## config.mk

```make
export PLATFORM = sky130hd
export DESIGN_NAME = binary_adder_4bit
export DESIGN_NICKNAME = d
export VERILOG_FILES = /design/src/rtl/adder_pkg.sv /design/src/rtl/binary_adder_4bit_full_adder.sv /design/src/rtl/binary_adder_4bit.sv
export SDC_FILE = /design/constraint.sdc
export NUM_CORES = 1
export LEC_CHECK = 0
export ABC_CLOCK_PERIOD_IN_PS = 5600
export CELL_PAD_IN_SITES_DETAIL_PLACEMENT = 0
export CELL_PAD_IN_SITES_GLOBAL_PLACEMENT = 1
export CORE_AREA = 2 2 39 41
export CTS_CLUSTER_SIZE = 30
export DETAILED_ROUTE_END_ITERATION = 8
export DIE_AREA = 0 0 41 43
export GPL_ROUTABILITY_DRIVEN = 0
export PLACE_DENSITY_LB_ADDON = 0.1
export RECOVER_POWER = 50
export SETUP_SLACK_MARGIN = 0.02
export SYNTH_ARGS = -nofsm -noshare
export SYNTH_HDL_FRONTEND = slang
export SYNTH_HIERARCHICAL = 1
export SYNTH_SLANG_ARGS = --single-unit
```

## constraint.sdc

```tcl
create_clock -name clk -period 5.6 [get_ports clk]
set_input_delay 1.12 -clock clk [delete_from_list [all_inputs] [get_ports clk]]
set_output_delay 1.12 -clock clk [all_outputs]
set_load 0.01 [all_outputs]
```

## src/rtl/adder_pkg.sv

```systemverilog
// Shared types and helpers for the 4-bit adder slice.
// Operand/sum type and the signed-overflow rule used by the flag logic.
package adder_pkg;

  localparam int WIDTH = 4;

  typedef logic [3:0] nibble_t;

  // Two's-complement overflow: operands share a sign that the sum does not.
  function automatic logic calc_ovf(input nibble_t a, input nibble_t b, input nibble_t s);
    calc_ovf = (a[3] == b[3]) && (s[3] != a[3]);
  endfunction

endpackage

```

## src/rtl/binary_adder_4bit_full_adder.sv

```systemverilog
// Single-bit full adder, one stage of the ripple-carry chain.
module full_adder (
  input  logic a,
  input  logic b,
  input  logic cin,
  output logic s,
  output logic cout
);

  assign s    = a ^ b ^ cin;
  assign cout = (a & b) | (a & cin) | (b & cin);

endmodule

```

## src/rtl/binary_adder_4bit.sv

```systemverilog
// 4-bit unsigned ripple-carry adder with combinational result/flags
// and a registered copy cleared by an asynchronous active-high reset.
module binary_adder_4bit
  import adder_pkg::*;
#(
  parameter int WIDTH = adder_pkg::WIDTH
) (
  input  logic    clk,
  input  logic    rst,
  input  nibble_t A,
  input  nibble_t B,
  output nibble_t SUM,
  output logic    COUT,
  output logic    OVF,
  output logic    ZERO,
  output nibble_t SUM_Q,
  output logic    COUT_Q,
  output logic    OVF_Q,
  output logic    ZERO_Q
);

  logic [WIDTH:0] carry_s;
  nibble_t        sum_s;

  assign carry_s[0] = 1'b0;

  for (genvar i = 0; i < WIDTH; i++) begin : g_stage
    full_adder u_fa (
      .a    (A[i]),
      .b    (B[i]),
      .cin  (carry_s[i]),
      .s    (sum_s[i]),
      .cout (carry_s[i+1])
    );
  end

  assign SUM  = sum_s;
  assign COUT = carry_s[WIDTH];
  assign OVF  = calc_ovf(A, B, sum_s);
  assign ZERO = (sum_s == 4'h0);

  // Registered result and flags; reset state matches a zero sum.
  always_ff @(posedge clk or posedge rst) begin
    if (rst) begin
      SUM_Q  <= 4'h0;
      COUT_Q <= 1'b0;
      OVF_Q  <= 1'b0;
      ZERO_Q <= 1'b1;
    end else begin
      SUM_Q  <= SUM;
      COUT_Q <= COUT;
      OVF_Q  <= OVF;
      ZERO_Q <= ZERO;
    end
  end

endmodule

```

# ---- Word-level counts from Yosys, hierarchy flattened
# Cells that the tools add are included.
dict set report word_totals {
  reg_bits 7
  input_bits 10
  output_inout_bits 14
}
dict set report classes {
  n_eq_ne 2
  n_bitwise 23
  reduce_logical 2
}
# cell n
set ops {}
lappend ops {{$and A1 B1 Y1} 10}
lappend ops {{$xor A1 B1 Y1} 7}
lappend ops {{$or A1 B1 Y1} 6}
lappend ops {{$logic_not A4 Y1} 1}
lappend ops {{$eq A1 B1 Y1} 1}
lappend ops {{$logic_and A1 B1 Y1} 1}
lappend ops {{$ne A1 B1 Y1} 1}

# ---- Depth between registers and ports, before layout
# Gate-level depths: netlist of run 1.
dict set report depth {
  word_depth 10
  mapped_depth 6
  ltp_nobuf 6
}

# ---- Hierarchy
# Netlist of run 1, hierarchy kept.
# mod instances cells_per_inst area_each_um2 seq_area_each_um2
set modules_own_cells {}
lappend modules_own_cells {binary_adder_4bit 1 13 212.7 176.4}
lappend modules_own_cells {full_adder 4 1 20.0 0.0}

# ---- Least setup slack after synthesis of run 1
# OpenSTA, ideal clock, no wires.
dict set report synth_path {
  kind {in2out}
  from {input A[0]}
  to {output OVF}
  t_arrival_ps 3243
  t_required_ps 4480
  slack_ps 1237
  path_stages 6
  path_buffers 0
  path_cell_list {fa_1 > fa_1 > fa_1 > fa_1 > nand2b_1 > o22ai_1}
}
dict set report synth_between {
  elab_chain_len 10
  elab_cells_between_ends 12
  cone_classes {eq/ne (1); bitwise (10); reduce/logical (1)}
}
# item line_no
set synth_rtl {}
lappend synth_rtl {{from (decl)} binary_adder_4bit.sv:10} ;# input nibble_t A,
lappend synth_rtl {{$and A1 B1 Y1 (*)} binary_adder_4bit_full_adder.sv:11} ;# assign cout = (a & b) | (a & cin) | (b & cin);
lappend synth_rtl {{$and A1 B1 Y1} binary_adder_4bit_full_adder.sv:11}
lappend synth_rtl {{$or A1 B1 Y1} binary_adder_4bit_full_adder.sv:11}
lappend synth_rtl {{$or A1 B1 Y1 (*)} binary_adder_4bit_full_adder.sv:11}
lappend synth_rtl {{net carry_s[2]} binary_adder_4bit.sv:22} ;# logic [WIDTH:0] carry_s;
lappend synth_rtl {{$and A1 B1 Y1} binary_adder_4bit_full_adder.sv:11}
lappend synth_rtl {{$or A1 B1 Y1} binary_adder_4bit_full_adder.sv:11}
lappend synth_rtl {{$or A1 B1 Y1 (*)} binary_adder_4bit_full_adder.sv:11}
lappend synth_rtl {{net carry_s[3]} binary_adder_4bit.sv:22}
lappend synth_rtl {{$xor A1 B1 Y1 (*)} binary_adder_4bit_full_adder.sv:10} ;# assign s = a ^ b ^ cin;
lappend synth_rtl {{net SUM[3]} binary_adder_4bit.sv:12} ;# output nibble_t SUM,
lappend synth_rtl {{$ne A1 B1 Y1 (*)} adder_pkg.sv:11} ;# calc_ovf = (a[3] == b[3]) && (s[3] != a[3]);
lappend synth_rtl {{$logic_and A1 B1 Y1 (*)} adder_pkg.sv:11}
lappend synth_rtl {{to (decl)} binary_adder_4bit.sv:14} ;# output logic OVF,
# Mark *: on every way through the listed nets, which the timed path passes. The rest lies on a longest branch.

# ---- Worst setup path after layout of run 1
dict set report layout_path {
  from {input A[0]}
  to {output OVF}
}
dict set report layout_between {
  elab_chain_len 10
  elab_cells_between_ends 12
  cone_classes {eq/ne (1); bitwise (10); reduce/logical (1)}
}
# item line_no
set layout_rtl {}
lappend layout_rtl {{$and A1 B1 Y1 (*)} binary_adder_4bit_full_adder.sv:11}
lappend layout_rtl {{net carry_s[1]} binary_adder_4bit.sv:22}
lappend layout_rtl {{$and A1 B1 Y1} binary_adder_4bit_full_adder.sv:11}
lappend layout_rtl {{$or A1 B1 Y1} binary_adder_4bit_full_adder.sv:11}
lappend layout_rtl {{$or A1 B1 Y1 (*)} binary_adder_4bit_full_adder.sv:11}
lappend layout_rtl {{net carry_s[2]} binary_adder_4bit.sv:22}
lappend layout_rtl {{$and A1 B1 Y1} binary_adder_4bit_full_adder.sv:11}
lappend layout_rtl {{$or A1 B1 Y1} binary_adder_4bit_full_adder.sv:11}
lappend layout_rtl {{$or A1 B1 Y1 (*)} binary_adder_4bit_full_adder.sv:11}
lappend layout_rtl {{net carry_s[3]} binary_adder_4bit.sv:22}
lappend layout_rtl {{$xor A1 B1 Y1 (*)} binary_adder_4bit_full_adder.sv:10}
lappend layout_rtl {{$ne A1 B1 Y1 (*)} adder_pkg.sv:11}
lappend layout_rtl {{$logic_and A1 B1 Y1 (*)} adder_pkg.sv:11}
# Marked as above.

==> results of run 1 <==
power by group through the flow:
| stage | clock network [W] | logic [W] | registers [W] |
|---|---|---|---|
| 2_1_floorplan | 0 | 0.0000184 | 0.0000655 |
| 5_1_grt | 0.0000495 | 0.0000634 | 0.0000604 |
| 6_report | 0.0000436 | 0.0000578 | 0.0000599 |
| 4_1_cts | 0.0000457 | 0.0000619 | 0.0000604 |
| 3_5_place_dp | 0 | 0.0000616 | 0.0000612 |
| 3_3_place_gp | 0 | 0.0000613 | 0.0000608 |
path summary, 6_finish.rpt:
path	to	slack [ns]
worst max-delay path	OVF	0.26
worst min-delay path	OVF_Q$_DFF_PP0_	1.23
max in group asynchronous	ZERO_Q$_DFF_PP1_	4.11
min in group clk	OVF_Q$_DFF_PP0_	1.57
synth_stat cells:
master	n
inv_1	1
fa_1	4
conb_1	1
nand2_1	1
nand2b_1	1
o22ai_1	1
dfrtp_1	6
nor4_2	1
dfstp_2	1
logic make-up after synthesis:
kind of cell / Yosys count / share of synthesized area, %
AOI/OAI and AO/OA: 1 / 2.138
adders and majority gates: 4 / 27.35
buffers and inverters: 1 / 1.281
DFF: 7 / 60.26
other: 1 / 1.281
and+or+nand+nor: 3 / 7.692
layer usage:
layer | vias to the layer above | track usage [%] | share of wire [%]
met4 | 0 | 12.00 | 2.5
li1 | 107 | - | -
met2 | 16 | 10.63 | 53
met1 | 113 | 8.361 | 34
met3 | 2 | 0 | 10
met5 | - | 0 | 0
registers in the layout, indices dropped and copies added (netlist names):
| name | flops |
|---|---|
| SUM_Q | 4 |
| OVF_Q | 1 |
| COUT_Q | 1 |
| ZERO_Q | 1 |
final cells by class:
type	count	share of cell area, %
repair buffers	23	40.44
well taps	16	3.516
flip-flops and latches	7	30.99
multi-input cells	9	19.78
clock buffers	4	4.615
inverters	1	0.6593
through the flow:
stage                power (W)  hold slack [ns]
finish               0.0001613            1.231
global route         0.0001733            1.249
CTS                  0.0001680            1.096
detailed placement   0.0001229            1.352
global placement     0.0001221            1.353
floorplan           0.00008394           0.9227
placed cells by master (no fill, tap or decap), drive strengths merged:
cell,count
clkbuf,4
dlygate4sd3,7
nand2b,1
nand2,1
fa,4
inv,1
dfstp,1
clkdlybuf4s50,16
dfrtp,6
nor4,1
o22ai,1
conb,1
==> flow_metrics.py, run 1 <==
metrics = {
    "clock_network": {
        "cts_setup_buffers": 0,
        "cts_hold_buf": 0,
        "ctsResizeCount": 0,
        "root_buffer": "clkbuf_4",
        "clk_pin_slew_worst_paths_ns": 0.05,
        "clock-sinks": 7,
        "cts_buffer_depth": 2,
        "cts-buffers-inserted": 3,
        "cts_tree": "done",
        "h-tree-depth": 1,
    },
    "detailed_routing": {
        "first_pass_iters": 2,
        "route.detailed.drc": 0,
        "drtIter0Drc": 1,
        "routed_wl_um": 562,
        "routed_via_density": 3.967,
        "drtAntennaViolNets": 0,
        "wire_per_inst_um": 9.367,
        "vias": 238,
    },
    "run": {
        "cap_violations": 0,
    },
    "logic_synthesis": {
        "synth.largest_area_cell": "dfrtp_1",
        "synth_top_cell_area_share_pct": 51.28,
        "syn_area_sq_um": 292.8,
        "avgSynthCellArea_sq_um": 17.22,
        "yosysWarnings": 6,
        "seq_area_frac_synth_pct": 60.26,
        "syn-num-nets": 31,
        "yosysUniqueCellTypes": 9,
        "syn_inst": 17,
        "ys_top_cells_by_area": "dfrtp_1 51%, fa_1 27%, dfstp_2 9.0%",
        "synth_seq_cells": 7,
    },
    "outcome": {
        "outcome": "finished clean",
    },
    "die": {
        "die_w_um": 41,
        "num_rows": 14,
        "io_pins": 24,
        "die_y_um": 43,
        "coreArea_sq_um": 1384,
        "die_area_sq_um": 1763,
        "start_util_pct": 21.16,
    },
    "power_and_ir_drop": {
        "power.share.combinational_pct": 35.9,
        "power_density_nw_per_um2": 283.4,
        "p_leak_nw": 0.2332,
        "power.internal_w": 0.0001196,
        "swShare_pct": 25.85,
        "p_clk_share_pct": 27.0,
        "ir_drop_mv": 0.08617,
        "seq_power_share_pct": 37.1,
        "p_sw_w": 0.00004171,
    },
    "critical_path": {
        "timing.critical_path.max_delay_family": "adder cells",
        "path_class": "in -> out",
        "cp.depth": 8,
        "path_cells": "clkdlybuf4s50_1 -> fa_1 -> fa_1 -> fa_1 -> fa_1 -> nand2b_1 -> o22ai_1 -> clkdlybuf4s50_1",
        "required_ns": 4.48,
        "crit_buf_inv": 2,
        "worst_setup_path_start_kind": "input port",
        "worstSetupEndpointType": "output port",
        "critPathLaunch": "A[0]",
        "path_max_fanout": 5,
        "cp.arrival_ns": 4.22,
        "crit_top_cell": "fa_1",
        "cp_slowest_stage_delay_ns": 0.60,
        "crit_slowest_cell": "fa_1",
    },
    "cells_and_area": {
        "multi_input_area_sq_um": 112.6,
        "num_antenna_cells": 0,
        "fin_cells": 60,
        "fillCellCount": 134,
        "syn_to_final_growth_pct": 94.44,
        "num-nets-final": 59,
        "finalInstanceArea_sq_um": 569.3,
        "drive_gt1_share_pct": 11.36,
        "final_util_pct": 41.14,
        "regArea_sq_um": 176.4,
    },
    "min_path": {
        "hold_class": "in -> async",
    },
    "sta": {
        "fmax_mhz": 187.1,
        "rsz0062_at_grt": "false",
        "setup_viol": 0,
        "report.final.slew_viol_count": 0,
        "period_share_pct": 95.44,
        "fin_ws_ns": 0.2552,
        "min_period_ns": 5.345,
        "tns_ns": 0,
        "finalHoldViolations": 0,
    },
    "grt": {
        "grtUsageTotal_pct": 7.825,
        "grt_pass1_wl_um": 855,
        "grt_start_max_net_pins": 8,
        "gr-total-overflow": 0,
        "first_global_vias": 222,
        "antenna_found_initial": 0,
    },
    "placement": {
        "pre_cts_ws_ns": 0.2302,
        "placed_cells": 56,
        "io_buffers": 23,
        "placed_area_sq_um": 543.0,
    },
}
Note: power is estimated with default switching activity, not from simulation.
==> run 2: changes to the inputs <==
Settings changed: CORE_AREA 2 2 39 41 to 4 4 41 43, DIE_AREA 0 0 41 43 to 0 0 45 47.
==> run 2 against run 1 <==
Combinational power increased by 1%. Die area grew 20%. Sequential power about the same. Wire length grew 13%. Power hardly changed. Worst hold slack improved by 0.0051 ns. Clock power down 1%. First-iteration DRC count decreased by 100%. Count of clock-buffer cells in the layout unchanged. Flip-flop and latch count is the same. Critical endpoint is now ZERO.
==> flow_metrics.py, run 2 (synthesized netlist as in run 1, its figures left out) <==
metrics = {
    "outcome": {
        "outcome": "finished clean",
    },
    "grt": {
        "grt_start_max_net_pins": 8,
        "grt_pass1_wl_um": 986,
        "gr-total-overflow": 0,
        "antenna_found_initial": 0,
        "first_global_vias": 252,
        "grtUsageTotal_pct": 7.131,
    },
    "die": {
        "die_y_um": 47,
        "die_w_um": 45,
        "io_pins": 24,
        "die_area_sq_um": 2115,
        "num_rows": 13,
        "start_util_pct": 22.50,
        "coreArea_sq_um": 1301,
    },
    "cells_and_area": {
        "syn_to_final_growth_pct": 94.02,
        "most-common-layout-cells": "16 x clkdlybuf4s50_1, 7 x dlygate4sd3_1, 6 x dfrtp_1",
        "layout_commonest_cell": "clkdlybuf4s50_1",
        "largest_reg_flops": 4,
        "finalInstanceArea_sq_um": 568.0,
        "num_antenna_cells": 0,
        "num-nets-final": 59,
        "drive_gt1_share_pct": 11.36,
        "regMostFlops": "SUM_Q",
    },
    "power_and_ir_drop": {
        "ir_drop_mv": 0.09265,
        "seq_power_share_pct": 37.1,
        "power.share.combinational_pct": 36.2,
        "swShare_pct": 25.89,
        "p_leak_nw": 0.2332,
        "power_density_nw_per_um2": 284.2,
        "p_clk_share_pct": 26.6,
        "p_sw_w": 0.00004179,
        "power.internal_w": 0.0001196,
    },
    "clock_network": {
        "clock-sinks": 7,
        "clk_pin_slew_worst_paths_ns": 0.05,
        "cts_tree": "done",
        "cts_setup_buffers": 0,
        "root_buffer": "clkbuf_4",
        "cts_buffer_depth": 2,
        "cts_hold_buf": 0,
        "cts-buffers-inserted": 3,
        "h-tree-depth": 1,
        "ctsResizeCount": 0,
    },
    "critical_path": {
        "worstSetupEndpointType": "output port",
        "required_ns": 4.48,
        "critPathLaunch": "A[0]",
        "worst_setup_path_start_kind": "input port",
        "cp.arrival_ns": 4.19,
        "path_max_fanout": 5,
        "path_class": "in -> out",
    },
    "detailed_routing": {
        "routed_via_density": 3.864,
        "drtAntennaViolNets": 0,
        "first_pass_iters": 1,
        "routed_wl_um": 637,
        "route.detailed.drc": 0,
        "vias": 228,
        "wire_per_inst_um": 10.80,
        "drtIter0Drc": 0,
    },
    "sta": {
        "period_share_pct": 94.87,
        "fmax_mhz": 188.2,
        "whs_ns": 1.236,
        "tns_ns": 0,
        "finalHoldViolations": 0,
        "min_period_ns": 5.313,
        "rsz0062_at_grt": "false",
        "setup_viol": 0,
        "report.final.slew_viol_count": 0,
        "fin_ws_ns": 0.2870,
    },
    "min_path": {
        "hold_class": "in -> async",
    },
    "placement": {
        "placed_area_sq_um": 541.8,
        "post-dp-hpwl_um": 586,
        "io_buffers": 23,
        "pre_cts_ws_ns": 0.2525,
    },
    "run": {
        "cap_violations": 0,
    },
}
run 2: cell counts in the layout (fill, tap and decap cells not counted):
Identical to the previous run, type by type.
run 2: stage by stage:
step,power [W],util [%],instances
6_report,0.0001614,43.65,59
3_5_place_dp,0.0001239,41.63,55
3_3_place_gp,0.0001227,41.63,55
4_1_cts,0.0001688,43.65,59
2_1_floorplan,0.00008394,-,17
5_1_grt,0.0001703,43.65,59
run 2: per-layer routing:
metal	up-vias	part of all wire, %	track usage [%]
li1	105	-	-
met1	108	27	5.687
met2	13	60	12.43
met3	2	9.6	1.149
met4	0	3.0	10.53
met5	-	0	0
run 2: cell type report:
class | count | area (sq um)
Tap cell | 15 | 18.77
Timing Repair Buffer | 23 | 230.2
Multi-Input combinational cell | 9 | 112.6
Sequential cell | 7 | 176.4
Clock buffer | 4 | 26.28
Inverter | 1 | 3.754
Fill cell | 137 | 733.2
run 2: worst paths after layout:
path / end / cells after the start
min in group clk: OVF_Q$_DFF_PP0_ / 2
max in group asynchronous: ZERO_Q$_DFF_PP1_ / 2
hold / removal: SUM_Q[3]$_DFF_PP0_ / 2
setup / recovery: ZERO / 7
run 2: worst max-delay path, stage by stage:
cell,delay (ns)
clkdlybuf4s50_1,0.43
fa_1,0.44
fa_1,0.39
fa_1,0.40
fa_1,0.54
nor4_2,0.28
clkdlybuf4s50_1,0.59
run 2: power by group through the flow:
stage | clock network (W) | registers [W] | logic [W]
floorplan | 0 | 0.0000655 | 0.0000184
global route | 0.0000463 | 0.0000611 | 0.0000629
global placement | 0 | 0.0000608 | 0.0000619
finish | 0.0000430 | 0.0000599 | 0.0000585
detailed placement | 0 | 0.0000613 | 0.0000626
CTS | 0.0000456 | 0.0000605 | 0.0000628
